File: src/rtl/rnd_arbiter.sv
// ---------------------------------------------------------------------------
// rnd_arbiter
//
// Purpose:
//   Shares one 32-bit Galois LFSR (x^32 + x^22 + x^2 + x + 1) among N_REQ
//   masked-gadget requesters. After reset the LFSR is stepped WARM times with
//   nothing delivered. After that, requesters are served round-robin. Each
//   grant hands out the low W bits of the current LFSR state, and then the
//   LFSR steps. A word is therefore never given to two gadgets.
//
// Parameters:
//   N_REQ : number of requesters (2..16)
//   W     : width of each delivered word (1..32), low bits of the LFSR state
//   WARM  : LFSR steps discarded after reset or reseed (1..65535)
//
// Ports:
//   C          in   1      clock, rising edge
//   RN         in   1      asynchronous active-low reset
//   req        in   N_REQ  level request, bit i = requester i wants a word
//   ack        out  N_REQ  registered one-hot grant, one pulse per word
//   rnd        out  W      registered word, forced to 0 while ack == 0
//   ready      out  1      high once warm-up is complete
//   seed_valid in   1      (RND_SEED_EN only) load seed and restart warm-up
//   seed       in   32     (RND_SEED_EN only) new LFSR seed, 0 maps to 1
//
// Optional feature:
//   Define RND_SEED_EN to add the seed_valid/seed reseed ports. Without it,
//   the LFSR is seeded only by reset, with 32'h00000001.
// ---------------------------------------------------------------------------
module rnd_arbiter #(
    parameter int N_REQ = 4,
    parameter int W     = 32,
    parameter int WARM  = 64
) (
    input  logic             C,
    input  logic             RN,
    input  logic [N_REQ-1:0] req,
`ifdef RND_SEED_EN
    input  logic             seed_valid,
    input  logic [31:0]      seed,
`endif
    output logic [N_REQ-1:0] ack,
    output logic [W-1:0]     rnd,
    output logic             ready
);

    // Width of the round-robin pointer and of winner indices.
    localparam int PW = (N_REQ > 1) ? $clog2(N_REQ) : 1;

    localparam logic [31:0]   LFSR_SEED  = 32'h0000_0001;
    localparam logic [31:0]   LFSR_TAPS  = 32'h8020_0003;
    localparam logic [15:0]   WARM_LAST  = 16'(WARM - 1);
    localparam logic [PW-1:0] PTR_LAST   = PW'(N_REQ - 1);
    localparam logic [PW:0]   N_REQ_EXT  = (PW + 1)'(N_REQ);

    typedef enum logic {
        WARMUP = 1'b0,
        SERVE  = 1'b1
    } state_t;

    // -----------------------------------------------------------------------
    // State registers
    // -----------------------------------------------------------------------
    state_t           state_q, state_d;
    logic [31:0]      lfsr_q,  lfsr_d;
    logic [15:0]      cnt_q,   cnt_d;
    logic [PW-1:0]    ptr_q,   ptr_d;
    logic [N_REQ-1:0] ack_q,   ack_d;
    logic [W-1:0]     rnd_q,   rnd_d;
    logic             ready_q, ready_d;

    // -----------------------------------------------------------------------
    // LFSR next state
    // -----------------------------------------------------------------------
    // This is a right-shifting Galois form. The bit shifted out of position 0
    // is folded back into the tap positions. State 0 maps to itself, so it
    // must never be loaded. Reset uses a nonzero seed, and a zero reseed is
    // replaced by LFSR_SEED.
    function automatic logic [31:0] lfsr_step(input logic [31:0] s);
        logic [31:0] nxt;
        nxt = s >> 1;
        if (s[0]) begin
            nxt = nxt ^ LFSR_TAPS;
        end
        return nxt;
    endfunction

    logic [31:0] lfsr_adv;
    assign lfsr_adv = lfsr_step(lfsr_q);

    // -----------------------------------------------------------------------
    // Round-robin candidate rotation
    // -----------------------------------------------------------------------
    // Candidate slot gi is the requester at (ptr + gi) mod N_REQ. The sum is
    // at most 2*N_REQ-2, which fits in PW+1 bits. One conditional subtract is
    // therefore enough for the modulo, even when N_REQ is not a power of two.
    logic [PW-1:0] cand_idx [N_REQ];
    logic [N_REQ-1:0] cand_req;

    for (genvar gi = 0; gi < N_REQ; gi++) begin : g_rot
        logic [PW:0] sum;
        assign sum          = {1'b0, ptr_q} + (PW + 1)'(gi);
        assign cand_idx[gi] = (sum >= N_REQ_EXT) ? PW'(sum - N_REQ_EXT)
                                                 : PW'(sum);
        assign cand_req[gi] = req[cand_idx[gi]];
    end

    // The loop runs from the highest offset down, so the lowest offset that
    // is requesting overwrites the others. That requester sits closest to
    // ptr in scan order and is the round-robin winner.
    logic          win_found;
    logic [PW-1:0] win_idx;

    always_comb begin
        win_idx = '0;
        for (int k = N_REQ - 1; k >= 0; k--) begin
            if (cand_req[k]) begin
                win_idx = cand_idx[k];
            end
        end
    end

    assign win_found = |cand_req;

    // One-hot grant vector for the winner.
    logic [N_REQ-1:0] win_onehot;

    for (genvar gi = 0; gi < N_REQ; gi++) begin : g_onehot
        assign win_onehot[gi] = (win_idx == PW'(gi));
    end

    // -----------------------------------------------------------------------
    // Next-state and output logic
    // -----------------------------------------------------------------------
    always_comb begin
        // Defaults: hold the datapath and issue no grant. rnd stays 0 unless
        // a word is actually handed out, so a stale word never stays visible.
        state_d = state_q;
        lfsr_d  = lfsr_q;
        cnt_d   = cnt_q;
        ptr_d   = ptr_q;
        ack_d   = '0;
        rnd_d   = '0;
        ready_d = ready_q;

        case (state_q)
            WARMUP: begin
                // Requests are ignored here. The LFSR just runs WARM steps.
                // ready rises at the same edge that leaves WARMUP, so it is
                // high exactly WARM cycles after warm-up starts.
                lfsr_d  = lfsr_adv;
                ready_d = 1'b0;
                if (cnt_q == WARM_LAST) begin
                    state_d = SERVE;
                    ready_d = 1'b1;
                    cnt_d   = '0;
                end else begin
                    cnt_d   = cnt_q + 16'd1;
                end
            end

            SERVE: begin
                ready_d = 1'b1;
                if (win_found) begin
                    // The current state is the word handed out. The LFSR then
                    // steps, so the next grant gets a new word. With no grant
                    // the LFSR is held, and no word is skipped.
                    ack_d  = win_onehot;
                    rnd_d  = lfsr_q[W-1:0];
                    lfsr_d = lfsr_adv;
                    ptr_d  = (win_idx == PTR_LAST) ? '0 : win_idx + PW'(1);
                end
            end

            default: begin
                state_d = WARMUP;
                ready_d = 1'b0;
            end
        endcase

`ifdef RND_SEED_EN
        // A reseed overrides everything evaluated above. Any grant in the
        // same cycle is dropped, and ptr keeps its value.
        if (seed_valid) begin
            state_d = WARMUP;
            lfsr_d  = (seed == 32'h0) ? LFSR_SEED : seed;
            cnt_d   = '0;
            ptr_d   = ptr_q;
            ack_d   = '0;
            rnd_d   = '0;
            ready_d = 1'b0;
        end
`endif
    end

    // -----------------------------------------------------------------------
    // Registers
    // -----------------------------------------------------------------------
    always_ff @(posedge C or negedge RN) begin
        if (!RN) begin
            state_q <= WARMUP;
            lfsr_q  <= LFSR_SEED;
            cnt_q   <= '0;
            ptr_q   <= '0;
            ack_q   <= '0;
            rnd_q   <= '0;
            ready_q <= 1'b0;
        end else begin
            state_q <= state_d;
            lfsr_q  <= lfsr_d;
            cnt_q   <= cnt_d;
            ptr_q   <= ptr_d;
            ack_q   <= ack_d;
            rnd_q   <= rnd_d;
            ready_q <= ready_d;
        end
    end

    assign ack   = ack_q;
    assign rnd   = rnd_q;
    assign ready = ready_q;

endmodule

File: config.mk
export PLATFORM = sky130hd
export DESIGN_NAME = rnd_arbiter
export DESIGN_NICKNAME = d
export VERILOG_FILES = /design/src/rtl/rnd_arbiter.sv
export SDC_FILE = /design/constraint.sdc
export NUM_CORES = 1
export LEC_CHECK = 0
export ABC_AREA = 1
export ABC_CLOCK_PERIOD_IN_PS = 2100
export BUFFER_PORTS_ARGS = -buffer_cell sky130_fd_sc_hd__buf_4
export CORE_MARGIN = 2
export CORE_UTILIZATION = 47
export DETAILED_ROUTE_END_ITERATION = 16
export GPL_TIMING_DRIVEN = 0
export PLACE_DENSITY_LB_ADDON = 0.05
export SLEW_MARGIN = 40
export SYNTH_ARGS = -nofsm -noshare
export SYNTH_HDL_FRONTEND = slang
export SYNTH_SLANG_ARGS = --single-unit
File: constraint.sdc
create_clock -name C -period 2.1 [get_ports C]
set_input_delay 0.21 -clock C [delete_from_list [all_inputs] [get_ports C]]
set_output_delay 0.21 -clock C [all_outputs]
set_load 0.02 [all_outputs]
Yosys cells after proc, flatten, opt, wreduce, memory -nomap -nowiden. Index checks and enable logic that the tools add are counted. Widths: inputs -> output; s select.

Flip-flop bits (word level): 88. Bits of input ports: 6. Output and inout port bits: 37. Logic and storage cells: 62.

Add/subtract/negate cells: 9. $lt $le $gt $ge: 8. Equality and inequality tests: 5. Muxes and demuxes: 28. Bitwise logic cells: 2. Reductions and logical operators: 3.

Operators with widths (count): $mux 32 (4); $pmux 32 s2 (1); $mux 2 (9); $add 16x1->16 const B (1); $eq 16x6->1 const B (1); $mux 16 (1); $lt 2x3->1 const B (4); $ge 3x3->1 const B (3); $bmux 1 s2 (4); $mux 4 (2); $sub 2x1->2 const B (4); $add 2x2->3 const B (2); $mux 1 (6); $eq 2x2->1 const B (2); $not 3->4 (1); $reduce_or 4->1 (1); $add 2x1->3 const B (1); $ge 2x3->1 const B (1); $add 2x1->2 const B (1); $eq 2x1->1 const B (1); $logic_not 2->1 (1); $ne 2x1->1 const B (1); $pmux 1 s2 (1); $reduce_and 2->1 (1); $not 1->1 (1).

Logic depth before layout (Yosys ltp).
Depth after elaboration: 12. Mapped depth: 15. Gate-level depth less buffers: 14.

Worst setup path before layout. OpenSTA, ideal clock, no wires.

Path type: register to register. Start: register ptr_q[0]. End: register ptr_q[1]. Setup time: 0.127 ns. Arrival time: 1.507 ns. Required time: 1.973 ns. Path slack: 0.465 ns. Stages on the path, launching flop included: 15. Path buffers: 1. Period minus slack after synthesis: 1.635 ns. Path through: dfrtp_1 buf_6 inv_8 nand2_1 nand2_1 nand2_1 nand2_2 inv_1 nand2_1 nand2_1 nand2_1 nand2_1 ha_1 nand2_1 o21ai_0.

Word-level cells in the longest chain between the ends: 11. Elaborated cells on any way between the ends: 32. Classes of those cells: add/sub: 8; order compare: 4; eq/ne: 1; mux: 17; reduce/logical: 2.

RTL lines: start, declared (line 67) `logic [PW-1:0] ptr_q, ptr_d;`; start signal, assigned (line 212) `ptr_q <= ptr_d;`; $add 2x2->3 (line 102) `assign sum = {1'b0, ptr_q} + (PW + 1)'(gi);`; $ge 3x3->1 or $sub 2x1->2 (tied branches) (line 103) `assign cand_idx[gi] = (sum >= N_REQ_EXT) ? PW'(sum - N_REQ_EXT)`; $mux 2 (line 103); $bmux 1 s2 (line 105) `assign cand_req[gi] = req[cand_idx[gi]];`; $mux 1 (not written as such) (line 105); $mux 2 (4 in a row) (line 117) `if (cand_req[k]) begin`; $add 2x1->2 or $eq 2x2->1 (tied branches) (line 171) `ptr_d = (win_idx == PTR_LAST) ? '0 : win_idx + PW'(1);`; $mux 2 (line 171).

Parallel ways exist; a longest one is shown, timed or not. The select of a mux whose other input is x is not followed. A chain may end at the register's enable or synchronous reset.

Worst setup path in the final report. Ends and elaborated chain as after synthesis.

==> results.yml <==
final_layout:
  finalInstanceArea_sq_mm: 0.00460
  post-route-util: 0.566
  diodes: 0
  synthToLayoutAreaGrowth_pct: 17.4
  fillers: 737
  drive_gt1_frac: 0.304
  nNetsFinal: 473
  stdcell_count: 572
floorplanning:
  ios: 43
  fp.dieH_um: 95.3
  std_cell_rows: 33
  die_area_sq_mm: 0.00909
  core_sq_mm: 0.00813
  start_util: 0.482
  die_w_um: 95.3
routing:
  topRoutingLayerUsed: "met4"
  via_count: 2668
  drc_errors: 0
  routed_wl_mm: 6.73
  drtAntennaViolNets: 0
  viasPerCell: 4.66
  wl_met2_mm: 3.18
  wl_met1_mm: 3.26
  wl_met3_um: 209
  first_pass_iters: 4
  drtIter0Drc: 84
  wire_per_inst_um: 11.8
power_and_ir_drop:
  leakage_nw: 2.23
  peakVddDrop_uv: 267
  p_per_area_mw_per_mm2: 649
sta:
  slew_headroom: 0.551
  period_share: 0.837
  max_freq_mhz: 569
  grt_setup_unrepaired: "no"
  skew_ns: 0.0114
  finalCriticalPeriod_ns: 1.76
  hold_viol_final: 0
  hold_slack_ns: 0.338
  drv_slew: 0
  tns_ns: 0
  worst_slew_pin_slew_ns: 0.674
  finalSetupViolations: 0
cts:
  hold_buffers: 1
  cts_tree: "done"
  clk_pin_slew_ns: 0.09
  post_cts_resized: 0
  clkLatencyLatePin_ns: 0.35
  cts.sinks: 87
  ctsHtreeMaxLevel: 3
  root_buffer: "clkbuf_8"
  clock_path_buffers: 2
  numCtsBuffers: 9
  post_cts_buffers: 0
place:
  gp_congestion: 0.853
  dp_cells: 555
  place_hpwl_mm: 4.60
  port_buffers: 42
  placed_cell_area_sq_mm: 0.00437
synth:
  synth_area_leaders: "dfrtp_1 55%, o21ai_2 7.1%, inv_1 6.4%, nand2_1 5.5%, nor2_1 4.9%"
  syn-mean-instance-area_sq_um: 9.61
  yosys_register_bits: 87
  synth_nets: 419
  netlist_instances: 408
  syn_area_sq_mm: 0.00392
  seq_area_frac_synth: 0.556
  yosys.area.top_type_share: 0.549
  yosys.area.top_type: "dfrtp_1"
  ys_warn_count: 0
  ys_types: 29
global_routing:
  grt_pass1_vias: 2632
  grt_pass1_wl_mm: 11.9
  grt_max_degree: 88
  gr-total-overflow: 0
  grt_use_total: 0.168
  antenna_found_initial: 0
critical_path:
  worstSetupEndpointType: "flop"
  arrival_ns: 1.98
  startpoint_type: "flop"
  required_ns: 2.33
  critical_path_class: "reg -> reg"
  crit_fanout: 9
job:
  cap_viol_max_count: 0
hold_path:
  hold_path_class: "in -> reg"
run_status:
  status: "completed"
## final timing paths
kind,slack [ns],endpoint,start,depth (start not counted)
setup / recovery,0.34,ptr_q[1],ptr_q[0],14
hold / removal,0.34,ptr_q[0],req[3],6
setup reg to reg,0.34,ptr_q[1],ptr_q[0],14
hold reg to reg,0.48,cnt_q[4],cnt_q[4],1
max in group asynchronous,1.16,cnt_q[4],RN,2
min in group asynchronous,0.47,rnd[7],RN,2
## cells by family after synthesis
kind of cell | Yosys count | share of synthesized area
XOR/XNOR | 7 | 0.0156
flip-flops | 87 | 0.556
AO/OA/AOI/OAI | 53 | 0.0999
AND/OR/NAND/NOR | 174 | 0.213
buffers and inverters | 82 | 0.100
adder cells (fa/ha/maj) | 5 | 0.0160
## stage by stage
step                      power, mW  setup slack [ns]
after floorplan                1.74             0.465
after global placement         1.79             0.333
after detailed placement       1.79             0.337
after CTS                      3.03             0.322
after global routing           3.10             0.172
final                          2.99             0.343
## final cells by class
type                            count  area [sq um]  share of cell area
Clock buffer                       12           165              0.0359
Tap cell                          105           131              0.0285
Buffer                             13           126              0.0275
Clock inverter                      4          52.6              0.0114
Sequential cell                    87          2180               0.473
Timing Repair Buffer               43           332              0.0721
Multi-Input combinational cell    239          1350               0.293
Inverter                           69           267              0.0579
## report_power, final
part | leakage (nW) | total, mW | switching, mW | internal, mW
Combinational | 0.929 | 0.0785 | 0.0570 | 0.0215
Sequential | 1.19 | 1.67 | 0 | 1.67
Clock | 0.113 | 1.24 | 0.585 | 0.650
## cells in the final DEF (no fill, tap or decap), types with 10 or more instances in the layout
cell type / Yosys / routed
nand3_1: 16 / 16
o21ai_2: 32 / 32
nand2_2: 30 / 30
buf_6: 10 / 10
dfrtp_1: 86 / 86
inv_1: 67 / 67
nor2_1: 51 / 51
o21ai_0: 14 / 14
buf_4: 0 / 41
nand2_1: 57 / 57
clkbuf_8: 0 / 13
## registers in the layout (all words and copies together), names as in the netlist
| register | flops |
|---|---|
| ack | 4 |
| lfsr_q | 32 |
| ready | 1 |
| rnd | 32 |
| ptr_q | 2 |
| cnt_q | 16 |
## cell usage after synthesis
library cell  instances
clkbuf_2              1
o21a_1                1
nor2_4                2
nand2_4               4
nand3_4               1
nand3b_1              1
dfstp_2               1
o21ai_0              14
inv_8                 1
clkbuf_1              1
o21ai_2              32
inv_1                67
nor4_1                1
ha_1                  5
buf_2                 1
inv_2                 1
buf_6                10
o22ai_1               1
nand4_1               6
nor2_1               51
nand3_1              16
xor2_1                6
nand2_2              30
nand2_1              57
dfrtp_1              86
xnor2_1               1
a21oi_1               3
a31oi_1               2
nor3_1                5
## worst max-delay path, cell delays in order (launching register included)
cell and delay [ns]:
dfrtp_1 0.37, buf_6 0.15, inv_8 0.08, nand2_1 0.05, nand2_1 0.08, nand2_1 0.06, nand2_2 0.08, inv_1 0.06
nand2_1 0.07, nand2_1 0.05, nand2_1 0.07, nand2_1 0.09, ha_1 0.30, nand2_1 0.06, o21ai_0 0.08
## metal layers
metal  vias to the layer above  track usage
met5                         -            0
met4                         0       0.0531
met3                         6       0.0435
met2                        34        0.263
met1                      1261        0.228
li1                       1367            -
Power figures use the tool's default switching activity.
